==> src/rtl/bf16_pkg.sv <==
// Shared bfloat16 constants and field helpers for the multiply scheduler.
package bf16_pkg;

    localparam int EXP_W = 8;
    localparam int MAN_W = 7;
    localparam int BIAS  = 127;

    localparam logic [15:0]      QNAN    = 16'h7FC0;
    localparam logic [EXP_W-1:0] EXP_MAX = 8'hFF;

    function automatic logic f_sign(input logic [15:0] v);
        return v[15];
    endfunction

    function automatic logic [EXP_W-1:0] f_exp(input logic [15:0] v);
        return v[14:7];
    endfunction

    function automatic logic [MAN_W-1:0] f_man(input logic [15:0] v);
        return v[6:0];
    endfunction

endpackage

==> src/rtl/bf16_mul_core.sv <==
// Combinational bf16 multiply: truncating, denormals flushed,
// saturates to Inf on overflow and flushes to zero on underflow.
module bf16_mul_core
    import bf16_pkg::*;
(
    input  logic [15:0] x_i,
    input  logic [15:0] y_i,
    output logic [15:0] z_o,
    output logic        ovf_o,
    output logic        unf_o
);

    logic             sgn;
    logic [EXP_W-1:0] xe, ye;
    logic [MAN_W-1:0] xm, ym, mant;
    logic [15:0]      mx, my, prod;
    logic signed [9:0] e;
    logic x_inf, y_inf, x_zero, y_zero, x_nan, y_nan;
    logic unused_prod;

    assign sgn = f_sign(x_i) ^ f_sign(y_i);
    assign xe  = f_exp(x_i);
    assign ye  = f_exp(y_i);
    assign xm  = f_man(x_i);
    assign ym  = f_man(y_i);

    assign mx   = {8'd0, 1'b1, xm};
    assign my   = {8'd0, 1'b1, ym};
    assign prod = mx * my;
    assign mant = prod[15] ? prod[14:8] : prod[13:7];
    assign unused_prod = ^prod[6:0];

    // 10-bit signed keeps both overflow and underflow visible
    assign e = $signed({2'b00, xe}) + $signed({2'b00, ye})
             - $signed(BIAS[9:0]) + $signed({9'd0, prod[15]});

    assign x_inf  = (xe == EXP_MAX);
    assign y_inf  = (ye == EXP_MAX);
    assign x_zero = (xe == '0);
    assign y_zero = (ye == '0);
    assign x_nan  = x_inf && (xm != '0);
    assign y_nan  = y_inf && (ym != '0);

    always_comb begin
        z_o   = {sgn, e[7:0], mant};
        ovf_o = 1'b0;
        unf_o = 1'b0;
        if (x_nan || y_nan) begin
            z_o = QNAN;
        end else if ((x_inf && y_zero) || (x_zero && y_inf)) begin
            z_o = QNAN;
        end else if (x_inf || y_inf) begin
            z_o = {sgn, EXP_MAX, 7'd0};
        end else if (x_zero || y_zero) begin
            z_o = {sgn, 15'd0};
        end else if (e >= 10'sd255) begin
            z_o   = {sgn, EXP_MAX, 7'd0};
            ovf_o = 1'b1;
        end else if (e <= 10'sd0) begin
            z_o   = {sgn, 15'd0};
            unf_o = 1'b1;
        end
    end

endmodule

==> src/rtl/bf16_mul_sched.sv <==
// Two-requester round-robin front end for one shared bf16 multiplier,
// with a 2-stage pipeline and a single tagged, back-pressured result port.
module bf16_mul_sched
    import bf16_pkg::*;
(
    input  logic        clk,
    input  logic        rst,
    input  logic        a_valid,
    output logic        a_ready,
    input  logic [15:0] a_x,
    input  logic [15:0] a_y,
    input  logic        b_valid,
    output logic        b_ready,
    input  logic [15:0] b_x,
    input  logic [15:0] b_y,
    output logic        out_valid,
    input  logic        out_ready,
    output logic        out_tag,
    output logic [15:0] out_z,
    output logic        out_ovf,
    output logic        out_unf,
    output logic [15:0] done_cnt
);

    logic        s1_valid_q, s1_tag_q;
    logic [15:0] s1_x_q, s1_y_q;
    logic        last_b_q;
    logic        out_valid_q, out_tag_q, out_ovf_q, out_unf_q;
    logic [15:0] out_z_q, done_cnt_q, done_cnt_d;

    logic        s2_adv, accept, grant_a, grant_b;
    logic [15:0] core_z;
    logic        core_ovf, core_unf;

    assign s2_adv = !out_valid_q || out_ready;
    assign accept = !s1_valid_q || s2_adv;

    // on a tie the requester that did not win last time goes first
    assign grant_a = accept && a_valid && (!b_valid || last_b_q);
    assign grant_b = accept && b_valid && (!a_valid || !last_b_q);

    assign a_ready = grant_a;
    assign b_ready = grant_b;

    assign done_cnt_d = done_cnt_q + 16'd1;

    bf16_mul_core u_core (
        .x_i   (s1_x_q),
        .y_i   (s1_y_q),
        .z_o   (core_z),
        .ovf_o (core_ovf),
        .unf_o (core_unf)
    );

    always_ff @(posedge clk) begin
        if (rst) begin
            s1_valid_q  <= 1'b0;
            s1_tag_q    <= 1'b0;
            s1_x_q      <= '0;
            s1_y_q      <= '0;
            last_b_q    <= 1'b1;
            out_valid_q <= 1'b0;
            out_tag_q   <= 1'b0;
            out_z_q     <= '0;
            out_ovf_q   <= 1'b0;
            out_unf_q   <= 1'b0;
            done_cnt_q  <= '0;
        end else begin
            if (accept) begin
                s1_valid_q <= grant_a || grant_b;
            end
            if (grant_a) begin
                s1_tag_q <= 1'b0;
                s1_x_q   <= a_x;
                s1_y_q   <= a_y;
            end else if (grant_b) begin
                s1_tag_q <= 1'b1;
                s1_x_q   <= b_x;
                s1_y_q   <= b_y;
            end
            if (grant_a || grant_b) begin
                last_b_q <= grant_b;
            end
            if (s2_adv) begin
                out_valid_q <= s1_valid_q;
                if (s1_valid_q) begin
                    out_tag_q <= s1_tag_q;
                    out_z_q   <= core_z;
                    out_ovf_q <= core_ovf;
                    out_unf_q <= core_unf;
                end
            end
            if (out_valid_q && out_ready) begin
                done_cnt_q <= done_cnt_d;
            end
        end
    end

    assign out_valid = out_valid_q;
    assign out_tag   = out_tag_q;
    assign out_z     = out_z_q;
    assign out_ovf   = out_ovf_q;
    assign out_unf   = out_unf_q;
    assign done_cnt  = done_cnt_q;

endmodule

==> config.mk <==
export PLATFORM = sky130hd
export DESIGN_NAME = bf16_mul_sched
export DESIGN_NICKNAME = d
export VERILOG_FILES = /design/src/rtl/bf16_pkg.sv /design/src/rtl/bf16_mul_core.sv /design/src/rtl/bf16_mul_sched.sv
export SDC_FILE = /design/constraint.sdc
export NUM_CORES = 1
export LEC_CHECK = 0
export ABC_AREA = 1
export CORE_UTILIZATION = 50
export DETAILED_ROUTE_END_ITERATION = 6
export GPL_ROUTABILITY_DRIVEN = 0
export PLACE_DENSITY = 0.78
export REMOVE_ABC_BUFFERS = 1
export SYNTH_ARGS = -nofsm -noshare
export SYNTH_HDL_FRONTEND = slang
export SYNTH_HIERARCHICAL = 1
export SYNTH_SLANG_ARGS = --single-unit
==> constraint.sdc <==
create_clock -name clk -period 6.02 [get_ports clk]
set_clock_uncertainty 0.1 [all_clocks]
set_input_delay 1.204 -clock clk [delete_from_list [all_inputs] [get_ports clk]]
set_output_delay 1.204 -clock clk [all_outputs]
set_load 0.02 [all_outputs]
==> flow_summary.toml <==
[detailed_routing]
vias = 6948
dr.first_iter.drc_count = 500
wl_per_cell_um = 12.6
dr.pass1.iters = 5
drcViolationCount = 0
viasPerCell = 5.12
ant_nets = 0
drt-total-wl_um = 17200

[final_layout]
mostFrequentLayoutCells = "nand2_1 (228), inv_1 (189), nand3_1 (107)"
final_cells = 1358
nNetsFinal = 1330
drive_gt1_share_pct = 14.0
area_growth_pct = 27.5
fillers = 1165
final_common_cell = "nand2_1"
multi_input_area_sq_mm = 0.00471
seqCellArea_sq_mm = 0.00145
diodes = 0

[pwr]
switching_share_pct = 37.6
peakVddDrop_uv = 151
p_seq_share_pct = 28.4
p_per_area_mw_per_mm2 = 219
internal_power_mw = 1.21
pwr-share-comb_pct = 43.0
cellLeakagePower_nw = 4.51
power_frac_clock_pct = 28.6
switchingPower_uw = 727

[synthesis]
yosysTopAreaCell = "dfxtp_1"
yosys_warnings = 6
ys_top_cells_by_area = "dfxtp_1 (20%), nand2_1 (13%), inv_1 (11%)"
synth_edf_count = 0
yosysSeqAreaShare_pct = 20.5
avgSynthCellArea_sq_um = 6.54
async_flop_share_pct = 0
synth_top_area_share_pct = 20.5
synth_area_sq_mm = 0.00694
yosys_register_bits = 71
synth-main-ff-cell = "dfxtp_1"
synthCells = 1061
synth_cell_type_count = 37

[placement]
pre_cts_slack_ns = -0.144
place_hpwl_um = 12600
placed_cells = 1330
port_buffers = 106

[sta]
setup_viol = 0
maxSlewViolCount = 0
period_needed_ns = 5.98
fmax_mhz = 167
setup-tns-final_ns = 0
holdWs_ns = 0.382
hold_viol_final = 0
relSlewSlack_pct = 33.8
rsz0062_at_grt = "true"
setup_slack_ns = 0.0431
fin_crit_sh_pct = 99.3
tightest_slew_ns = 0.991

[run_status]
status = "finished clean"

[cts]
htreeDepth = 3
cts.path.max_buffers = 2
clock_sinks = 71
cts_buffers = 9
cts_tree = "done"
clk_latency_ns = 0.34
cts-root-buf = "clkbuf_16"
path_clk_slew_ns = 0.06

[global_routing]
gr-total-overflow = 0
grt_pass1_wl_um = 27900
antenna_found_initial = 0
track_usage_pct = 23.6
first_global_vias = 6381
grt_max_degree = 68

[floorplanning]
die_area_sq_mm = 0.0144
io-pin-count = 107
die_h_um = 120
num_rows = 42
die_w_um = 120
core_region_area_sq_mm = 0.0134
start_util_pct = 51.8

[critical_path]
rrSetupSlack_ns = 0.04
arrival_ns = 6.10
worst_path_max_delay_cell = "fa_2"
endpoint_kind = "flop"
cp_slowest_stage_delay_ns = 0.55
critPathMostFrequentCell = "inv_2"
cp.required_ns = 6.15
crit_type = "flop to flop"
worstSetupStartpointType = "flop"
crit_fanout = 6

[job]
drv_cap = 0

[worst_hold_path]
min_path_type = "flop to flop"
==> layout make-up <==
cell class | instances | share of cell area [%]
Clock buffer | 11 | 2.86
Timing Repair Buffer | 146 | 15.5
Inverter | 209 | 8.88
Sequential cell | 71 | 16.4
Tap cell | 176 | 2.49
Multi-Input combinational cell | 740 | 53.2
Clock inverter | 5 | 0.636
==> worst paths after layout <==
kind                                  to  startpoint  cells after the start
worst max-delay path            out_z[0]   s1_y_q[3]                     36
worst min-delay path            out_z[3]    out_z[3]                      2
worst max register to register  out_z[0]   s1_y_q[3]                     36
worst min register to register  out_z[3]    out_z[3]                      2
==> logic make-up (layout without fill, tap and decap cells) <==
kind of cell | count (synthesis) | in the layout | synth area share [%]
AO/OA/AOI/OAI | 98 | 98 | 7.55
AND/OR/NAND/NOR | 552 | 552 | 38.0
XOR/XNOR | 6 | 6 | 0.757
flip-flops | 71 | 71 | 20.5
buffers and inverters | 250 | 371 | 14.2
adder cells (fa/ha/maj) | 84 | 84 | 19.0
==> flip-flops by register name, indices dropped and copies added, names as in the netlist <==
| name | count |
|---|---|
| done_cnt | 16 |
| out_ovf | 1 |
| s1_y_q | 16 |
| out_unf | 1 |
| last_b_q | 1 |
| s1_tag_q | 1 |
| s1_valid_q | 1 |
| out_valid | 1 |
| s1_x_q | 16 |
| out_z | 16 |
| out_tag | 1 |
==> Yosys cell counts (6+ instances only) <==
library cell / number
ha_1: 48
nand3b_1: 34
o21ai_0: 34
nand3_2: 10
a21oi_1: 57
nand4_1: 17
inv_1: 199
nand3_1: 107
clkbuf_1: 25
inv_2: 7
nor2_2: 14
dfxtp_1: 71
nand2_4: 6
fa_1: 36
nor2_1: 93
buf_2: 11
nor3_1: 8
nand2_1: 233
nand2_2: 19
==> power groups by stage <==
stage / Sequential, mW / Clock [mW] / Combinational [mW]
finish: 0.549 / 0.553 / 0.832
global route: 0.554 / 0.581 / 0.919
CTS: 0.548 / 0.562 / 0.748
detailed placement: 0.556 / 0 / 0.737
global placement: 0.555 / 0 / 0.724
floorplan: 0.568 / 0 / 0.479
==> stage by stage <==
step / utilization (%) / power [mW] / cell area [sq um]
final: 66.1 / 1.93 / 8850
after global routing: 66.1 / 2.05 / 8850
after CTS: 64.0 / 1.86 / 8580
after detailed placement: 61.4 / 1.29 / 8230
after global placement: 61.4 / 1.28 / 8230
after floorplan: - / 1.05 / 6740
==> worst max-delay path: cells and delay by family, from the launching register on <==
family / cells / cell delay [ns]
buffers and inverters: 8 / 0.40
adders and majority gates: 7 / 2.95
and+or+nand+nor: 17 / 1.47
DFF: 1 / 0.37
AOI/OAI and AO/OA: 4 / 0.58
==> metal layers <==
metal	global-route usage [%]	up-vias	part of all wire, %
met3	4.13	16	5.3
met2	40.5	214	48
met1	30.4	3181	45
li1	-	3537	-
met5	0	-	0
met4	6.64	0	1.1
==> timing repair <==
item	4_1_cts	5_1_grt
pin swaps	1	40
hold buffers	0	0
gates resized for setup	16	52
setup buffers	2	10
endpoints found under the setup margin	14	17
gates cloned	0	0
Note: power is estimated with default switching activity, not from simulation.
